<file path="src/rtl/note_seq_pkg.sv">
// note_seq_pkg: shared types and constants for the note_seq pattern sequencer.
//   state_e     : sequencer FSM states (IDLE, RUN)
//   NOTE_W      : note value width
//   TICK_W_DEF  : default width of the step and gate length counters
//   pat_entry_t : one pattern memory entry, {rest, note}
package note_seq_pkg;

   localparam int NOTE_W     = 8;
   localparam int TICK_W_DEF = 24;

   typedef enum logic {
      IDLE = 1'b0,
      RUN  = 1'b1
   } state_e;

   typedef struct packed {
      logic              rest;   // 1 = silent step
      logic [NOTE_W-1:0] note;
   } pat_entry_t;

endpackage

</file>
<file path="src/rtl/note_seq_if.sv">
// note_seq_if: control, pattern-write and oscillator-drive signals of note_seq.
// Optional feature macro: NOTE_SEQ_GATE_EN adds gateLen_i.
//   master : drives start/stop, step length, pattern writes; observes outputs
//   slave  : the sequencer itself
// Control semantics: start_i/stop_i are level-sampled every clock, there is
// no ready; stop_i wins over start_i. wrEn_i writes one entry per cycle and is
// always accepted. All outputs are registered.
interface note_seq_if
   import note_seq_pkg::*;
#(
   parameter int STEPS  = 16,
   parameter int STEP_W = $clog2(STEPS),
   parameter int TICK_W = TICK_W_DEF
);
   logic              start_i;
   logic              stop_i;
   logic [TICK_W-1:0] stepLen_i;
`ifdef NOTE_SEQ_GATE_EN
   logic [TICK_W-1:0] gateLen_i;
`endif
   logic              wrEn_i;
   logic [STEP_W-1:0] wrAddr_i;
   logic [NOTE_W-1:0] wrNote_i;
   logic              wrRest_i;

   logic [NOTE_W-1:0] note_o;
   logic              enable_o;
   logic              nrstPhase_o;
   logic [STEP_W-1:0] step_o;
   logic              running_o;
   state_e            state_o;     // debug view of the FSM state

   modport master (
`ifdef NOTE_SEQ_GATE_EN
      output gateLen_i,
`endif
      output start_i, stop_i, stepLen_i, wrEn_i, wrAddr_i, wrNote_i, wrRest_i,
      input  note_o, enable_o, nrstPhase_o, step_o, running_o, state_o
   );

   modport slave (
`ifdef NOTE_SEQ_GATE_EN
      input  gateLen_i,
`endif
      input  start_i, stop_i, stepLen_i, wrEn_i, wrAddr_i, wrNote_i, wrRest_i,
      output note_o, enable_o, nrstPhase_o, step_o, running_o, state_o
   );

endinterface

</file>
<file path="src/rtl/note_seq_mem.sv">
// note_seq_mem: STEPS-entry register-file pattern memory.
//   clk_i, nrst_i : clock, synchronous active-low clear (all entries -> rest)
//   wr_en_i, wr_addr_i, wr_data_i : synchronous write port
//   rd_addr_i, rd_data_o          : asynchronous read port (pre-edge contents)
module note_seq_mem
   import note_seq_pkg::*;
#(
   parameter int STEPS  = 16,
   parameter int STEP_W = $clog2(STEPS)
) (
   input  logic              clk_i,
   input  logic              nrst_i,
   input  logic              wr_en_i,
   input  logic [STEP_W-1:0] wr_addr_i,
   input  pat_entry_t        wr_data_i,
   input  logic [STEP_W-1:0] rd_addr_i,
   output pat_entry_t        rd_data_o
);

   pat_entry_t mem_q [STEPS];
   pat_entry_t mem_d [STEPS];

   always_comb begin
      mem_d = mem_q;
      if (wr_en_i) begin
         mem_d[wr_addr_i] = wr_data_i;
      end
   end

   always_ff @(posedge clk_i) begin
      if (!nrst_i) begin
         for (int i = 0; i < STEPS; i++) begin
            mem_q[i] <= '{rest: 1'b1, note: '0};
         end
      end else begin
         mem_q <= mem_d;
      end
   end

   // Reading the flops directly means a same-cycle write is not visible to a
   // step load; the new value appears on the next visit.
   assign rd_data_o = mem_q[rd_addr_i];

endmodule

</file>
<file path="src/rtl/note_seq.sv">
// note_seq: pattern step sequencer driving an oscillator's note/enable/phase.
// Optional feature macro: NOTE_SEQ_GATE_EN (per-step gate length).
//   clk_i  : system clock
//   nrst_i : synchronous active-low reset
//   bus    : note_seq_if.slave -- start/stop, step length, pattern write port,
//            note_o, enable_o, nrstPhase_o, step_o, running_o, state_o
module note_seq
   import note_seq_pkg::*;
#(
   parameter int STEPS  = 16,
   parameter int STEP_W = $clog2(STEPS),
   parameter int TICK_W = TICK_W_DEF
) (
   input  logic       clk_i,
   input  logic       nrst_i,
   note_seq_if.slave  bus
);

   state_e            state_q, state_d;
   logic [TICK_W-1:0] tick_q, tick_d;
   logic [STEP_W-1:0] step_q, step_d;
   logic [TICK_W-1:0] step_len_q, step_len_d;
   logic [NOTE_W-1:0] note_q, note_d;
   logic              enable_q, enable_d;
   logic              nphase_q, nphase_d;
`ifdef NOTE_SEQ_GATE_EN
   logic [TICK_W-1:0] gate_len_q, gate_len_d;
`endif

   logic              start_acc;
   logic [TICK_W-1:0] len_eff;
   logic              step_end;
   logic [STEP_W-1:0] rd_addr;
   pat_entry_t        rd_data;
   pat_entry_t        wr_data;

   assign start_acc = bus.start_i & ~bus.stop_i;
   // A zero step length would never reach its terminal count; run it as 1.
   assign len_eff   = (bus.stepLen_i == '0) ? TICK_W'(1) : bus.stepLen_i;
   assign step_end  = (tick_q == step_len_q - TICK_W'(1));
   // Address of the entry loaded on the coming edge: step 0 on (re)start,
   // otherwise the successor (power-of-two STEPS wraps for free).
   assign rd_addr   = start_acc ? '0 : step_q + 1'b1;
   assign wr_data   = '{rest: bus.wrRest_i, note: bus.wrNote_i};

   note_seq_mem #(
      .STEPS  (STEPS),
      .STEP_W (STEP_W)
   ) u_mem (
      .clk_i     (clk_i),
      .nrst_i    (nrst_i),
      .wr_en_i   (bus.wrEn_i),
      .wr_addr_i (bus.wrAddr_i),
      .wr_data_i (wr_data),
      .rd_addr_i (rd_addr),
      .rd_data_o (rd_data)
   );

   always_comb begin
      state_d    = state_q;
      tick_d     = tick_q;
      step_d     = step_q;
      step_len_d = step_len_q;
      note_d     = note_q;
      enable_d   = enable_q;
      nphase_d   = 1'b1;
`ifdef NOTE_SEQ_GATE_EN
      gate_len_d = gate_len_q;
`endif
      if (bus.stop_i) begin
         // Stopped values; note_o deliberately keeps its last value.
         state_d  = IDLE;
         tick_d   = '0;
         step_d   = '0;
         enable_d = 1'b0;
      end else if (bus.start_i) begin
         // Start from IDLE and restart in RUN behave identically.
         state_d    = RUN;
         tick_d     = '0;
         step_d     = '0;
         step_len_d = len_eff;
`ifdef NOTE_SEQ_GATE_EN
         gate_len_d = bus.gateLen_i;
`endif
         note_d     = rd_data.note;
         enable_d   = ~rd_data.rest;
         nphase_d   = 1'b0;
      end else if (state_q == RUN) begin
         if (step_end) begin
            tick_d   = '0;
            step_d   = step_q + 1'b1;
            note_d   = rd_data.note;
            enable_d = ~rd_data.rest;
            nphase_d = 1'b0;
         end else begin
            tick_d = tick_q + 1'b1;
`ifdef NOTE_SEQ_GATE_EN
            // Gate closes on the cycle the tick count reaches gate_len_q,
            // only when the gate is strictly inside the step.
            if ((gate_len_q != '0) && (gate_len_q < step_len_q) &&
                (tick_d == gate_len_q)) begin
               enable_d = 1'b0;
            end
`endif
         end
      end
   end

   always_ff @(posedge clk_i) begin
      if (!nrst_i) begin
         state_q    <= IDLE;
         tick_q     <= '0;
         step_q     <= '0;
         step_len_q <= TICK_W'(1);
         note_q     <= '0;
         enable_q   <= 1'b0;
         nphase_q   <= 1'b1;
`ifdef NOTE_SEQ_GATE_EN
         gate_len_q <= '0;
`endif
      end else begin
         state_q    <= state_d;
         tick_q     <= tick_d;
         step_q     <= step_d;
         step_len_q <= step_len_d;
         note_q     <= note_d;
         enable_q   <= enable_d;
         nphase_q   <= nphase_d;
`ifdef NOTE_SEQ_GATE_EN
         gate_len_q <= gate_len_d;
`endif
      end
   end

   assign bus.note_o      = note_q;
   assign bus.enable_o    = enable_q;
   assign bus.nrstPhase_o = nphase_q;
   assign bus.step_o      = step_q;
   assign bus.running_o   = (state_q == RUN);
   assign bus.state_o     = state_q;

endmodule

</file>
<file path="src/flat_wrapper.sv">
// flat-port wrapper written by rule: the top's interface ports become plain ports
module note_seq_flat import note_seq_pkg::*;
#(
   parameter int STEPS  = 16,
   parameter int STEP_W = $clog2(STEPS),
   parameter int TICK_W = TICK_W_DEF
)
  (clk_i, nrst_i, bus_start_i, bus_stop_i, bus_stepLen_i, bus_wrEn_i, bus_wrAddr_i, bus_wrNote_i, bus_wrRest_i, bus_note_o, bus_enable_o, bus_nrstPhase_o, bus_step_o, bus_running_o, bus_state_o);
  note_seq_if #(.STEPS(STEPS), .STEP_W(STEP_W), .TICK_W(TICK_W)) bus_i ();
  input  logic clk_i;
  input  logic nrst_i;
  input wire logic [$bits(bus_i.start_i)-1:0] bus_start_i;
  input wire logic [$bits(bus_i.stop_i)-1:0] bus_stop_i;
  input wire logic [$bits(bus_i.stepLen_i)-1:0] bus_stepLen_i;
  input wire logic [$bits(bus_i.wrEn_i)-1:0] bus_wrEn_i;
  input wire logic [$bits(bus_i.wrAddr_i)-1:0] bus_wrAddr_i;
  input wire logic [$bits(bus_i.wrNote_i)-1:0] bus_wrNote_i;
  input wire logic [$bits(bus_i.wrRest_i)-1:0] bus_wrRest_i;
  output wire logic [$bits(bus_i.note_o)-1:0] bus_note_o;
  output wire logic [$bits(bus_i.enable_o)-1:0] bus_enable_o;
  output wire logic [$bits(bus_i.nrstPhase_o)-1:0] bus_nrstPhase_o;
  output wire logic [$bits(bus_i.step_o)-1:0] bus_step_o;
  output wire logic [$bits(bus_i.running_o)-1:0] bus_running_o;
  output wire logic [$bits(bus_i.state_o)-1:0] bus_state_o;
  assign bus_i.start_i = bus_start_i;
  assign bus_i.stop_i = bus_stop_i;
  assign bus_i.stepLen_i = bus_stepLen_i;
  assign bus_i.wrEn_i = bus_wrEn_i;
  assign bus_i.wrAddr_i = bus_wrAddr_i;
  assign bus_i.wrNote_i = bus_wrNote_i;
  assign bus_i.wrRest_i = bus_wrRest_i;
  assign bus_note_o = bus_i.note_o;
  assign bus_enable_o = bus_i.enable_o;
  assign bus_nrstPhase_o = bus_i.nrstPhase_o;
  assign bus_step_o = bus_i.step_o;
  assign bus_running_o = bus_i.running_o;
  assign bus_state_o = bus_i.state_o;
  note_seq #(.STEPS(STEPS), .STEP_W(STEP_W), .TICK_W(TICK_W)) u_core (.clk_i(clk_i), .nrst_i(nrst_i), .bus(bus_i));
endmodule
</file>
<file path="config.mk">
export PLATFORM = sky130hd
export DESIGN_NAME = note_seq_flat
export DESIGN_NICKNAME = d
export VERILOG_FILES = /design/src/rtl/note_seq_pkg.sv /design/src/rtl/note_seq_if.sv /design/src/rtl/note_seq_mem.sv /design/src/rtl/note_seq.sv /design/src/flat_wrapper.sv
export SDC_FILE = /design/constraint.sdc
export NUM_CORES = 1
export LEC_CHECK = 0
export CORE_MARGIN = 4
export CORE_UTILIZATION = 60
export CTS_BUF_LIST = sky130_fd_sc_hd__clkbuf_16
export CTS_CLUSTER_DIAMETER = 150
export CTS_CLUSTER_SIZE = 12
export DETAILED_ROUTE_END_ITERATION = 12
export PLACE_DENSITY = 0.79
export SYNTH_ARGS = -nofsm -noshare
export SYNTH_HDL_FRONTEND = slang
export SYNTH_SLANG_ARGS = --single-unit
</file>
<file path="constraint.sdc">
create_clock -name clk_i -period 3.5 [get_ports clk_i]
set_input_delay 0.35 -clock clk_i [delete_from_list [all_inputs] [get_ports clk_i]]
set_output_delay 0.35 -clock clk_i [all_outputs]
set_load 0.1 [all_outputs]
</file>
---- Word level (Yosys, flattened, before mapping) ----
Cells that the tools add are included.
Widths: inputs -> output; s select.
storage, ports and cells
  flip-flop bits (word level) ............. 207
  bits in latches ......................... 0
  memory bits (writable) .................. 0
  ROM bits ................................ 0
  output and inout bits ................... 16
  memories ................................ 0
cells by class
  $add $sub $neg .......................... 3
  multipliers ............................. 0
  divide/modulo/power cells ............... 0
  order comparisons ....................... 3
  equal/unequal tests ..................... 1
  shifts and indexed selects .............. 0
  multiplexer cells ....................... 18
  bitwise logic cells ..................... 6
  reductions and logical operators ........ 10
operators with widths
  operator               count
  $bwmux 144             1
  $mux 24                2
  $bmux 9 s4             1
  $demux 9 s4            1
  $mux 9                 3
  $add 24x1->24 const B  1
  $eq 24x24->1           1
  $logic_not 24->1       1
  $mux 8                 3
  $sub 24x1->24 const B  1
  $ge 5x5->1 const B     2
  $not 4->5              2
  $mux 1                 6
  $reduce_and 2->1       3
  $lt 5x1->1 const B     1
  $add 4x1->4 const B    1
  $mux 4                 1
  $reduce_bool 2->1      2
  $not 1->1              3
  $reduce_and 3->1       1
  $reduce_or 3->1        1
  $reduce_or 2->1        1
  $and 1x1->1            1
  $logic_and 1x1->1      1

---- Depth between registers and ports, before layout ----
Gate-level depths: netlist (run 1).
  depth in word-level cells ............... 11
  mapped depth ............................ 13

---- Hierarchy ----
From an unflattened synthesis (run 1), not the netlist that was laid out.
second synthesis, totals
  cell total of the unflattened synthesis .. 1,195
  area, all modules ....................... 10,702.8 um2
by module, submodules not included
  module        instances  cells an instance  area an instance (um2)  sequential area each (um2)
  note_seq_mem  1          770                7,194.4                 2,882.8
  note_seq      1          425                3,508.4                 1,261.2

---- Least setup slack after synthesis (run 1) ----
OpenSTA, ideal clock, no wires.
  kind .................................... register -> register
  start point ............................. reg u_core.step_q[0] (netlist: u_core.bus.step_o[0])
  end point ............................... reg u_core.note_q[7] (netlist: u_core.bus.note_o[7])
  setup time .............................. 0.121 ns
  arrival ................................. 3.020 ns
  data required time ...................... 3.379 ns
  path slack .............................. 0.358 ns
  stages on the path, launching flop included .. 11
  period minus slack after synthesis ...... 3.142 ns
  cell sequence ........................... dfxtp_1 ha_1 xnor2_1 or2_2 clkbuf_1 mux2_2 nor2_1 a21oi_1 mux4_2 nand2_1 mux2i_1
on the way
  longest elaborated chain between the ends .. 9
RTL lines
  element                                       RTL line            RTL
  start, declared                               note_seq.sv:21      logic [STEP_W-1:0] step_q, step_d;
  start signal, assigned                        note_seq.sv:124     step_q <= step_d;
  $add 4x1->4 *                                 note_seq.sv:43      assign rd_addr = start_acc ? '0 : step_q + 1'b1;
  $mux 4 *                                      note_seq.sv:43
  $not 4->5 (not written as such) *             note_seq_mem.sv:42  assign rd_data_o = mem_q[rd_addr_i];
  $bmux 9 s4 *                                  note_seq_mem.sv:42
  $mux 9 (not written as such) * (2 in series)  note_seq_mem.sv:42
  $mux 8                                        note_seq.sv:89      if (step_end) begin
  $mux 8                                        note_seq.sv:88      end else if (state_q == RUN) begin
  $mux 8 *                                      note_seq.sv:76      end else if (bus.start_i) begin
  end signal, assigned                          note_seq.sv:126     note_q <= note_d;
  end, declared                                 note_seq.sv:23      logic [NOTE_W-1:0] note_q, note_d;
Every way passes the cells marked *; elsewhere a longest branch is shown, timed or not. The select of a mux whose other input is x is not followed.
A chain may end at the register's enable or synchronous reset.

---- Worst setup path after layout (run 1) ----
  start point ............................. reg u_core.step_len_q[4]
  end point ............................... reg u_core.note_q[5] (netlist: u_core.bus.note_o[5])
on the way
  longest elaborated chain between the ends .. 4
RTL lines
  element                             RTL line         RTL
  start, declared                     note_seq.sv:22   logic [TICK_W-1:0] step_len_q, step_len_d;
  start signal, assigned              note_seq.sv:125  step_len_q <= step_len_d;
  $sub 24x1->24                       note_seq.sv:40   assign step_end = (tick_q == step_len_q - TICK_W'(1));
  $eq 24x24->1                        note_seq.sv:40
  $reduce_bool 2->1 (no source line)  -
  $reduce_and 3->1 (no source line)   -
Every way passes these cells.

==> metrics list, run 1 <==
- After detailed routing, the number of remaining DRC violations is 0.
- The number of global-route vias before repair was 8045.
* Fraction of final layout cells with drive strength greater than 1: 0.0717
- At the end of routability-driven placement, the weighted congestion stood at 0.922.
- Die span in y: roughly 140 µm
- The tightest min-delay check is of the primary input to flip-flop type.
- The worst setup path is launched from a flip-flop.
- Biggest area contributors in the synthesized netlist: sky130_fd_sc_hd__dfxtp_1, sky130_fd_sc_hd__mux2i_1, sky130_fd_sc_hd__nor2_1
* Arrival time at the worst endpoint: around 3.8 ns
* Category of the most critical setup path: flip-flop to flip-flop
- After clock tree synthesis, the clock-pin slew on the worst setup and hold paths is 0.06 ns.
- Across every metal layer, demand over resource in global routing totals 0.274.
* Share of the clock period used by the worst path: 0.964
- The number of hold-slack violations in the final timing report was 0.
- Transition at the pin with the smallest max-transition slack: just under 1 ns
* Synthesized-area fraction occupied by ao, oa, aoi and oai cells: 0.105
* Clock sink count: 207
* Number of antenna repair diodes: 0
- Yosys mapped a number of flops with a built-in enable equal to 0.
- In this run the remaining antenna-violating nets after routing total 0.
* Number of buffer cells added on primary ports: 57
* Predominant post-synthesis flop cell: sky130_fd_sc_hd__dfxtp_1
* Largest net degree at the start of global routing: about 140
* Sequential area share after synthesis: 0.420
- Via-per-instance ratio: about 5.9
* Count of different cell masters after synthesis: 59
* Endpoint type of the worst setup path: flip-flop
- The longest clock path from root to sink contains 3 buffers.
* Post-synthesis adder-cell area fraction: 0.00380
- TritonCTS built the clock tree.
* Main combinational cell family by area after synthesis: simple AND/OR/NAND/NOR gates
* Most frequent standard cell in the layout excluding fill and tap cells: sky130_fd_sc_hd__dfxtp_1
- Detailed placement ended at an HPWL of 16900 µm.
- The number of placed instances, taps included, is 1364.
- Crit path time final: 3.37 ns
* Dominant cell type by area after synthesis: sky130_fd_sc_hd__dfxtp_1
- Of the post-synthesis cell area, the part taken by muxes is 0.173.
* Num ports: 58
- In this run the critical register-to-register path is captured at u_core.bus.note_o[5].
* RSZ-0062 raised after global routing: false
- Leaving out filler cells and counting taps, the final layout contains 1387.
* Post-Syn Instances: 1137
- Area of the mapped netlist: about 0.0099 mm²
* Net count reported at finish: 1216
- IR analysis of the VDD net gives a maximum drop of 479 µV.
* Htree depth: 1
- Of the total synthesized cell area, the portion taken by AND, OR, NAND and NOR gates is 0.213.
- Starting density of the core: 0.617
- For this run, the top clock speed supported by timing is 296 MHz.
- For hold timing, the worst endpoint is u_core.step_len_q[8].
- Core ar.: 0.0160 mm²
- For this design the ratio of total power to cell area is 426 mW/mm².
* Placement row count: 46
- STA puts the critical path data required time at 3.91 ns.
- A synthesized cell averages just under 9 µm².
- Of all nets on the critical path, the largest fanout is 8.
- The detailed router finished its first iteration with around 630 violations.
- Clock tree synthesis selected as its root buffer the cell sky130_fd_sc_hd__clkbuf_16.
- The number of antenna violations at the first check in global routing came to 1.
- Area share of the largest cell type after synthesis: 0.420
- Most frequent cells in the layout: sky130_fd_sc_hd__dfxtp_1, sky130_fd_sc_hd__nor2_1, sky130_fd_sc_hd__nand2_1
* Number of setup violations in the final report: 0
* Relative max-transition margin: 0.346
- The floorplan step defined a die boundary enclosing roughly 0.019 mm².
- Depth of the worst register-to-register path: 8
- The first detailed-routing pass ran for 5 iterations.
- Post-synthesis net count: 1182
- Total Negative Setup Slacks: 0 ns
- Of all flip-flops after synthesis, the portion carrying an async set or reset was 0.
- Insertion delay to the later sink of the worst-skew pair: 0.50 ns
- The max-slew violation count is 0.
* YS warnings: 0
* Leakage: around 4.3 nW
- The worst register-to-register path has a setup slack of 0.13 ns.
* Hold Path Depth: 3
- Summed over all layers, the routed wires come to 25200 µm.
- From synthesis to final layout, the design area changed by 13.9%.
- The tool flagged a number of max-cap violations equal to 0.
- Setup Fix Bufs, Post-CTS: 0
- Global route overflow: 0
- HP Start: bus_stepLen_i[8]
- Number of clock buffers inserted by TritonCTS: 21
- Horizontal die dimension: 136 µm
- The flow ran to the end, and the final reports show no timing, DRC or antenna violations.
* Origin of the critical flop-to-flop path: u_core.step_len_q[4]
- The synthesized design contains 207 register bits.
* Post-DR wirelength/cell: 18.2 µm
* Setup skew after layout: 0.00731 ns
* Post-Synth XOR/XNOR Area: 0.0506
- The first global-routing pass estimated 41300 µm of wire.
- Across all layers, the routed design uses 8222 vias.
[worst max-delay path, stage by stage, from the launching register on]
cell and delay, ns:
sky130_fd_sc_hd__dfxtp_1 0.37, sky130_fd_sc_hd__or4_4 0.56, sky130_fd_sc_hd__or4_4 0.53, sky130_fd_sc_hd__a2111oi_2 0.31, sky130_fd_sc_hd__and4_1 0.24, sky130_fd_sc_hd__o2111ai_1 0.18
sky130_fd_sc_hd__or3_4 0.41, sky130_fd_sc_hd__o31a_1 0.42, sky130_fd_sc_hd__mux2i_1 0.25
[final cells by class]
class                      count  area (µm²)
clock buffer                  21         526
tap                          216         270
timing repair buffer          90         853
clock inverter                 2        20.0
fill                        1337        4770
multi-input combinational    844        5390
inverter                       7        28.8
sequential                   207        4150
[power breakdown]
| group | switching, W | internal [W] |
|---|---|---|
| sequential | 0.0000312 | 0.00239 |
| clock | 0.000861 | 0.00107 |
| combinational | 0.000262 | 0.000174 |
[through the flow]
| step | setup WS [ns] | utilization | power [W] | instance area (µm²) | hold WS [ns] |
|---|---|---|---|---|---|
| 2_1_floorplan | 0.358 | - | 0.00275 | 9870 | 0.433 |
| 3_3_place_gp | 0.292 | 0.668 | 0.00290 | 10700 | 0.442 |
| 3_5_place_dp | 0.189 | 0.668 | 0.00290 | 10700 | 0.448 |
| 4_1_cts | 0.160 | 0.702 | 0.00482 | 11200 | 0.421 |
| 5_1_grt | 0.0598 | 0.702 | 0.00496 | 11200 | 0.438 |
| 6_report | 0.127 | 0.702 | 0.00479 | 11200 | 0.432 |
[kinds of logic after synthesis]
| kind of cell | count (synthesis) |
|---|---|
| AOI/OAI and AO/OA | 151 |
| xor gates and xnor gates | 57 |
| adders and majority gates | 3 |
| buffers and inverters | 86 |
| DFF | 207 |
| muxes | 164 |
| and+or+nand+nor | 469 |
[Yosys cell counts (3+ instances only)]
cell type / count
sky130_fd_sc_hd__or3_1: 8
sky130_fd_sc_hd__o41ai_1: 3
sky130_fd_sc_hd__a21oi_1: 45
sky130_fd_sc_hd__nor3b_1: 4
sky130_fd_sc_hd__a211oi_1: 31
sky130_fd_sc_hd__inv_1: 7
sky130_fd_sc_hd__and3_1: 7
sky130_fd_sc_hd__and4_1: 4
sky130_fd_sc_hd__mux2i_1: 154
sky130_fd_sc_hd__a31oi_1: 13
sky130_fd_sc_hd__dfxtp_1: 207
sky130_fd_sc_hd__o211ai_1: 8
sky130_fd_sc_hd__a311oi_1: 14
sky130_fd_sc_hd__nor2b_1: 25
sky130_fd_sc_hd__clkbuf_1: 67
sky130_fd_sc_hd__nor4_1: 14
sky130_fd_sc_hd__buf_1: 7
sky130_fd_sc_hd__mux4_2: 5
sky130_fd_sc_hd__mux2_2: 5
sky130_fd_sc_hd__o21ai_0: 11
sky130_fd_sc_hd__nand2_1: 170
sky130_fd_sc_hd__nand3_1: 13
sky130_fd_sc_hd__nor3_1: 7
sky130_fd_sc_hd__nand4_1: 11
sky130_fd_sc_hd__xnor2_1: 32
sky130_fd_sc_hd__nand2b_1: 15
sky130_fd_sc_hd__nor2_1: 175
sky130_fd_sc_hd__a211o_1: 4
sky130_fd_sc_hd__nand3b_1: 4
sky130_fd_sc_hd__ha_1: 3
sky130_fd_sc_hd__xor2_1: 25
[flip-flops by register name, summed over array words and instances (netlist names)]
register / cells
u_core.u_mem.mem_q: 144
u_core.step_len_q: 24
u_core.tick_q: 24
u_core.bus.note_o: 8
u_core.bus.step_o: 4
u_core.bus.enable_o: 1
u_core.bus.nrstPhase_o: 1
u_core.bus.running_o: 1
[timing repair]
item                                    4_1_cts  5_1_grt
endpoints found under the setup margin        0        1
hold buffers                                  0        0
resized for setup                             0        1
[per-layer routing]
metal	global-route usage	share of wire
met1	0.368	0.44
met3	0.0466	0.059
met5	0	0.00044
met4	0.0784	0.027
met2	0.455	0.48
[worst max path at each step]
stage	start	endpoint	slack, ns	cells after the start
global placement	u_core.step_len_q[4]	u_core.bus.note_o[7]	0.29	8
finish	u_core.step_len_q[4]	u_core.bus.note_o[5]	0.13	8
CTS	u_core.step_len_q[4]	u_core.bus.note_o[5]	0.16	8
global route	u_core.step_len_q[4]	u_core.bus.note_o[5]	0.06	8
floorplan	u_core.bus.step_o[0]	u_core.bus.note_o[7]	0.36	10
detailed placement	u_core.step_len_q[4]	u_core.bus.note_o[5]	0.19	8
Note: power is estimated with default switching activity, not from simulation.
==> run 2, diff against run 1 <==
- GPL_TIMING_DRIVEN: default -> 0
==> run 2 against run 1 <==
Compared with the run above: the flow now finishes with violations (max-capacitance violations); cell count is 3.2% higher; setup slack lost 0.095 ns; wire length up 13%; sequential share of layout area decreased by 0.38 points; design area rose by 1.0%; die area is the same; power rose by 1.9%; fmax shrank 2.7%; critical path type unchanged; critical endpoint is now u_core.bus.note_o[1].
==> metrics list, run 2 (same netlist as run 1, synthesis figures left out) <==
- The final setup TNS came to 0 ns (unchanged).
* Number of clock buffers inserted by TritonCTS: 21 (unchanged)
* Htree depth: 1 (unchanged)
- Number of buffer cells added on primary ports: 57 (unchanged)
* Detailed-routing wirelength on met1: 12200 µm (+11%)
- STA classifies the critical path startpoint as a flip-flop.
- The final design utilization is 0.709 (+0.00727).
- The post-detailed-route DRC marker count is 0 (unchanged).
- Fraction of final layout cells with drive strength greater than 1: 0.0493 (-0.0224)
* Smallest setup slack after layout: 0.0319 ns (-0.0953 ns)
* Number of antenna repair diodes: 0 (unchanged)
- The headroom to the max-slew limit was 0.00536 (-0.341).
* Wire length of the first global-routing pass: 44900 µm (+8.8%)
- The sequential cell area in the final layout came to 0.00415 mm² (unchanged).
- The signal on the critical path passes through buf_1 > buf_1 > clkbuf_2 > a211oi_1 > a311oi_1 > a21oi_1 > a21oi_1 > nand2_1 > mux2i_1.
- The count of maximum capacitance violations was 1 (+1).
- Required arrival time at the worst endpoint: 3.93 ns (+0.02 ns)
- The number of antenna violations at the first check in global routing came to 0 (-1).
* Hold Path Class: primary input to flip-flop
* Via-per-instance ratio: 6.12 (+3.3%)
- The static power due to leakage is 4.21 nW (-0.88%).
* Total area of multi-input combinational cells: 0.00546 mm² (+1.3%)
- Placed Instance Area: 0.0107 mm² (+0.20%)
* Number of global-route vias before repair: 8442 (+4.9%)
- RD Place Congestion: 0.964 (+4.5%)
- The flip-flop count of the largest register, all copies and words added is 144 (unchanged).
- The post-placement worst setup slack came to -0.186 ns (-0.374 ns).
* Clk pwr share: 0.404 (about the same)
- The switching share of power is 0.253 (+0.0121).
* Internal Power: 0.00365 W (+0.31%)
- Relative contribution of sequential cells to total power: 0.497 (-0.009)
- Num ports: 58 (unchanged)
* Clock sink count: 207 (unchanged)
* Global route overflow: 0 (unchanged)
- Clock-pin slew on the worst setup and hold paths: 0.06 ns (about the same)
* Largest net degree at the start of global routing: 13 (-90%)
* Area grow syn2layout: 15.0%
- Setup skew after layout: 0.00770 ns (+0.000385 ns)
- The worst setup path is captured at a flip-flop.
* Largest incremental delay on the critical path: 0.72 ns (+0.16 ns)
- Highest metal layer with signal wires: met4
- The critical path in this run is classified as flip-flop to flip-flop.
- The average wire length per cell after detail routing came to 19.9 µm (+9.7%).
* Max Root-Sink Buffers: 3 (unchanged)
- Count of final hold-check violations: 0 (unchanged)
- In the final layout, the registers with the most flip-flops are u_core.u_mem.mem_q (144), u_core.step_len_q (24), u_core.tick_q (24).
* Core ar.: 0.0160 mm² (unchanged)
- The insertion delay of the later-clocked pin in the worst-skew pair was 0.50 ns (about the same).
- Count of vias placed by the detailed router: 8770 (+6.7%)
* Starting density of the core: 0.617 (unchanged)
- Detailed placer's ending HPWL: 20300 µm (+20%)
- The vertical die dimension was 136 µm (unchanged).
* Largest reg by FF count: u_core.u_mem.mem_q
- Sum of routed wire length over all layers: 28600 µm (+13%)
- Master of the slowest instance on the critical path: sky130_fd_sc_hd__buf_1
* Largest vdd supply drop: 431 µV (-10%)
* Status: finished with violations
- Number of slew-limit violations in the final report: 0 (unchanged)
- Crit path time final: 3.47 ns (+0.0953 ns)
- The placement row count was 46 (unchanged).
- Horizontal die dimension: 136 µm (unchanged)
* Share of the clock period used by the worst path: 0.991 (+0.0272)
- The design area is 0.0113 mm² (+1.0%).
- CTS tree: yes
- The slew at the pin closest to its max-slew limit is 1.49 ns (+0.509 ns).
* Floorplan die area: 0.0186 mm² (unchanged)
- The startpoint identified for the worst register-to-register timing path is u_core.bus.step_o[0].
* Iteration-0 DRC Markers: 985 (+57%)
- The detailed route wirelength on metal3 is 2300 µm (+54%).
* Failing checks: max-capacitance violations
- Met2 Wirelength: 13000 µm (+7.9%)
- CTS Root Cell: sky130_fd_sc_hd__clkbuf_16
- The endpoint arrival time on the critical path was 3.90 ns (+0.12 ns).
- The timing-limited maximum frequency came to 288 MHz (-2.7%).
* Count of antenna-violating nets left after detailed routing: 0 (unchanged)
* Power per standard cell area: 430 mW/mm² (+0.89%)
- Power spent charging and discharging nets: 0.00124 W (+7.0%)
* Max FO, Critical Path: 10 (+2)
- All-Layer GR Usage: 0.304 (+0.0305)
- Relative contribution of combinational cells to total power: 0.099 (+0.008)
- The setup-violating endpoint count in the final report was 0 (unchanged).
- Critical Path Start: u_core.bus.step_o[0]
- The top cell types in the final layout, fill and taps aside, are sky130_fd_sc_hd__dfxtp_1, sky130_fd_sc_hd__nor2_1, sky130_fd_sc_hd__nand2_1.
- In this run the most critical hold path is launched from bus_stepLen_i[22].
- The first-pass detailed-route iteration total was 5 (unchanged).
- The net total in the final layout is 1261 (+3.7%).
- Leaving out fill and tap cells, the most frequent cell in the layout is sky130_fd_sc_hd__dfxtp_1.
- Total Power Consumption: 0.00488 W (+1.9%)
- The number of fillers in the final layout was 1334 (-0.22%).
## run 2: worst max-delay path, delay by kind of cell, from the launching register on
| kind | cells | cell delay [ns] |
|---|---|---|
| buf+inv | 3 | 1.76 |
| compound gates | 4 | 0.91 |
| flops | 1 | 0.47 |
| mux | 1 | 0.13 |
| simple gates | 1 | 0.10 |
## run 2: worst paths after layout
| kind | endpoint | slack, ns | cells past startpoint |
|---|---|---|---|
| min | u_core.step_len_q[22] | 0.43 | 3 |
| max | u_core.bus.note_o[1] | 0.03 | 9 |
| max reg2reg | u_core.bus.note_o[1] | 0.03 | 9 |
| min reg2reg | u_core.bus.note_o[1] | 0.46 | 2 |
## run 2: final cells by class
| type | instances | share of cell area |
|---|---|---|
| multi-input cells | 844 | 0.481 |
| flip-flops and latches | 207 | 0.365 |
| repair buffers | 59 | 0.0516 |
| clock buffers | 21 | 0.0463 |
| plain buffers | 76 | 0.0278 |
| well taps | 216 | 0.0238 |
| inverters | 7 | 0.00232 |
| clock inverters | 2 | 0.00176 |
## run 2: power groups by stage
stage	clock network, W	logic, W	registers, W
6_report	0.00197	0.000483	0.00243
3_3_place_gp	0	0.000440	0.00247
2_1_floorplan	0	0.000265	0.00248
5_1_grt	0.00207	0.000515	0.00243
4_1_cts	0.00197	0.000463	0.00242
3_5_place_dp	0	0.000447	0.00247
## run 2: repair_timing
action | CTS | global route
hold buffers | 0 | 0
setup endpoints to repair | 34 | 35
buffers inserted | 0 | 2
gates resized for setup | 8 | 10
pin swaps | 0 | 5
hold endpoints to repair | 0 | 0
## run 2: through the flow
stage / std cells / hold slack, ns
after floorplan: 1137 / 0.433
final: 1432 / 0.428
after CTS: 1433 / 0.421
after global routing: 1432 / 0.444
after detailed placement: 1410 / 0.449
after global placement: 1410 / 0.442
## run 2: metal layers
layer / global-route usage / up-vias
met5: 0 / -
met4: 0.114 / 0
met3: 0.0522 / 78
met2: 0.490 / 409
met1: 0.410 / 4185
li1: - / 4098
==> run 3, diff against run 2 <==
- CORE_UTILIZATION: 60 -> 50
- PLACE_DENSITY: 0.79 -> 0.68
==> run 3 against run 2 <==
Compared with the run above: the flow still finishes with violations (max-capacitance violations); setup slack gained 0.094 ns; global-route usage shrank 4.3 points; count of clock-buffer cells in the layout is the same; design area grew 0.31%; worst hold slack gained 0.00062 ns; critical path depth grew 1; sequential cell count is the same; critical path type unchanged; highest routed layer unchanged.
==> metrics list, run 3 (same netlist as run 1, synthesis figures left out) <==
- The endpoint arrival time on the critical path came to 3.76 ns (-0.14 ns).
- Count of vias placed by the detailed router: 8468 (-3.4%)
* Failing checks: max-capacitance violations
* Clock sink count: 207 (unchanged)
- Hold Worst Slack: 0.428 ns (+0.000618 ns)
- Total Power Consumption: 0.00487 W (-0.27%)
- CTS tree: yes
- Number of flip-flops in the largest register: 144 (unchanged)
- Via-per-instance ratio: 5.73 (-6.5%)
- The number of I/O port buffers was 57 (unchanged).
- Placed Cells: 1459 (+3.5%)
* Leakage: 4.20 nW (-0.29%)
- The number of ports placed on the die boundary was 58 (unchanged).
- The total routing resource utilization after global routing is 0.261 (-0.0429).
- The non-filler instance count after layout is 1479 (+3.3%).
- The H-tree depth came to 1 (unchanged).
- The number of buffers inserted during clock tree synthesis is 21 (unchanged).
* Count of final hold-check violations: 0 (unchanged)
- The final critical-path share of the clock period is 0.964 (-0.0268).
- The path class of the tightest hold or removal check is primary input to flip-flop.
- The count of maximum capacitance violations came to 1 (unchanged).
* Iteration count of the initial detailed-routing pass: 5 (unchanged)
- Largest incremental delay on the critical path: 0.56 ns (-0.16 ns)
- Most frequent cells in the layout: sky130_fd_sc_hd__dfxtp_1, sky130_fd_sc_hd__nor2_1, sky130_fd_sc_hd__nand2_1
* Antenna violations before repair: 0 (unchanged)
- The net total in the final layout is 1259 (-0.16%).
* Count of buffering cells on the critical path with inverters included: 2 (-1)
* Most frequent standard cell in the layout excluding fill and tap cells: sky130_fd_sc_hd__dfxtp_1
- Die span in y: 148 µm (+9.0%)
- The global-route wire length before repair came to 45700 µm (+1.7%).
- The count of antenna diodes in the layout came to 0 (unchanged).
- Critical Path Start: u_core.step_len_q[3]
* Crit path time final: 3.37 ns (-0.0939 ns)
- Setup skew after layout: 0.0143 ns (+0.00659 ns)
- The largest voltage drop on the vdd net is 369 µV (-14%).
- Kind of launch point of the worst setup path: flip-flop
- The placement row count came to 51 (+11%).
- The register-to-register setup slack was 0.13 ns (+0.09 ns).
- The endpoint required time on the critical path is 3.88 ns (-0.05 ns).
* Share of the core filled with cells: 0.585 (-0.124)
- Origin of the critical flop-to-flop path: u_core.step_len_q[3]
- The routability congestion estimate came to 0.885 (-8.1%).
* Iteration-0 DRC Markers: 577 (-41%)
- Horizontal die dimension: 148 µm (+9.0%)
* Setup Fix Bufs, Post-CTS: 0 (unchanged)
- Number of global-route vias before repair: 8150 (-3.5%)
- Number of slew-limit violations in the final report: 0 (unchanged)
* Final routed DRC violation total: 0 (unchanged)
* Power per standard cell area: 428 mW/mm² (-0.57%)
* Endpoint type of the worst setup path: flip-flop
- The setup-violating endpoint count in the final report came to 0 (unchanged).
* Relative max-transition margin: 0.0128 (+0.00746)
- The overall die area was 0.0220 mm² (+19%).
* Placed Instance Area: 0.0108 mm² (+0.62%)
- Core ar.: 0.0195 mm² (+22%)
- The number of antenna-violating nets in the routed design was 0 (unchanged).
* Clock-pin slew on the worst setup and hold paths: 0.06 ns (about the same)
* Largest registers ranked by flip-flop count: u_core.u_mem.mem_q (144), u_core.step_len_q (24), u_core.tick_q (24)
- Starting density of the core: 0.507 (-0.110)
- Clock tree synthesis selected as its root buffer the cell sky130_fd_sc_hd__clkbuf_16.
- The area growth from synthesis to layout is 15.4%.
- Design Area, Final: 0.0114 mm² (+0.31%)
- The worst hold path begins at bus_stepLen_i[5].
- Max Root-Sink Buffers: 3 (unchanged)
- Ranked by flip-flop count, first place goes to u_core.u_mem.mem_q.
* Category of the most critical setup path: flip-flop to flip-flop
- The total wire length is 29100 µm (+1.9%).
- The average wire length per cell after detail routing is 19.7 µm (-1.3%).
- The fraction of final layout cells with drive strength greater than 1 came to 0.0478 (-0.00157).
- Maximum frequency from static timing analysis: 296 MHz (+2.8%)
* Global route overflow: 0 (unchanged)
* Status: finished with violations
- The insertion delay of the later-clocked pin in the worst-skew pair came to 0.50 ns (about the same).
- On the critical path, the stage with the largest delay is an instance of sky130_fd_sc_hd__or4_4.
* Cell-by-cell trace of the critical path: buf_6 > or4_4 > or4_4 > a2111oi_2 > and4_4 > o2111ai_4 > or3_4 > o31a_1 > buf_6 > mux2i_1
* Hold buffer count at CTS: 0 (unchanged)
- The highest fanout seen on the critical path was 8 (-2).
* Largest net degree at the start of global routing: 13 (unchanged)
- The HPWL reported at the end of detailed placement was 20500 µm (+1.1%).
- Kind of cell with the highest combined delay on the critical path: simple AND/OR/NAND/NOR gates
* Transition at the pin with the smallest max-transition slack: 1.48 ns (-0.0112 ns)
run 3: layout make-up:
cell class	count	area, µm²
repair buffers	57	571
fillers	1796	8080
flip-flops and latches	207	4140
plain buffers	76	315
clock inverters	2	20.0
clock buffers	21	526
well taps	265	332
inverters	7	26.3
multi-input cells	844	5450
run 3: path summary, 6_finish.rpt:
kind | to | depth (start not counted)
hold / removal | u_core.step_len_q[5] | 3
hold reg to reg | u_core.u_mem.mem_q[29] | 2
setup reg to reg | u_core.bus.note_o[7] | 10
setup / recovery | u_core.bus.note_o[7] | 10
run 3: worst min-delay path: cells and delay by family:
family,cells,cell delay (ns)
buf+inv,1,0.41
compound gates,1,0.05
simple gates,1,0.06
run 3: what timing repair did:
action	in CTS	in global routing
hold endpoints to repair	0	0
setup endpoints to repair	34	31
resized for setup	6	9
run 3: metal layers:
metal	GRT usage	vias to the layer above	wire length (µm)
met3	0.0341	56	1860
met4	0.0901	0	936
met1	0.337	4027	12300
met5	0	-	0
li1	-	4093	-
met2	0.452	292	14000
run 3: where the power goes:
part	switching, W	leakage, nW	internal (W)
Combinational	0.000292	2.26	0.000181
Clock	0.000901	0.269	0.00107
Sequential	0.0000333	1.67	0.00239
Total	0.00123	4.20	0.00364
run 3: stage by stage:
stage	setup TNS, ns	setup WS (ns)
global route	-0.00475	-0.00475
finish	0	0.126
CTS	0	0.0113
floorplan	0	0.358
detailed placement	-5.93	-0.235
global placement	-5.03	-0.214
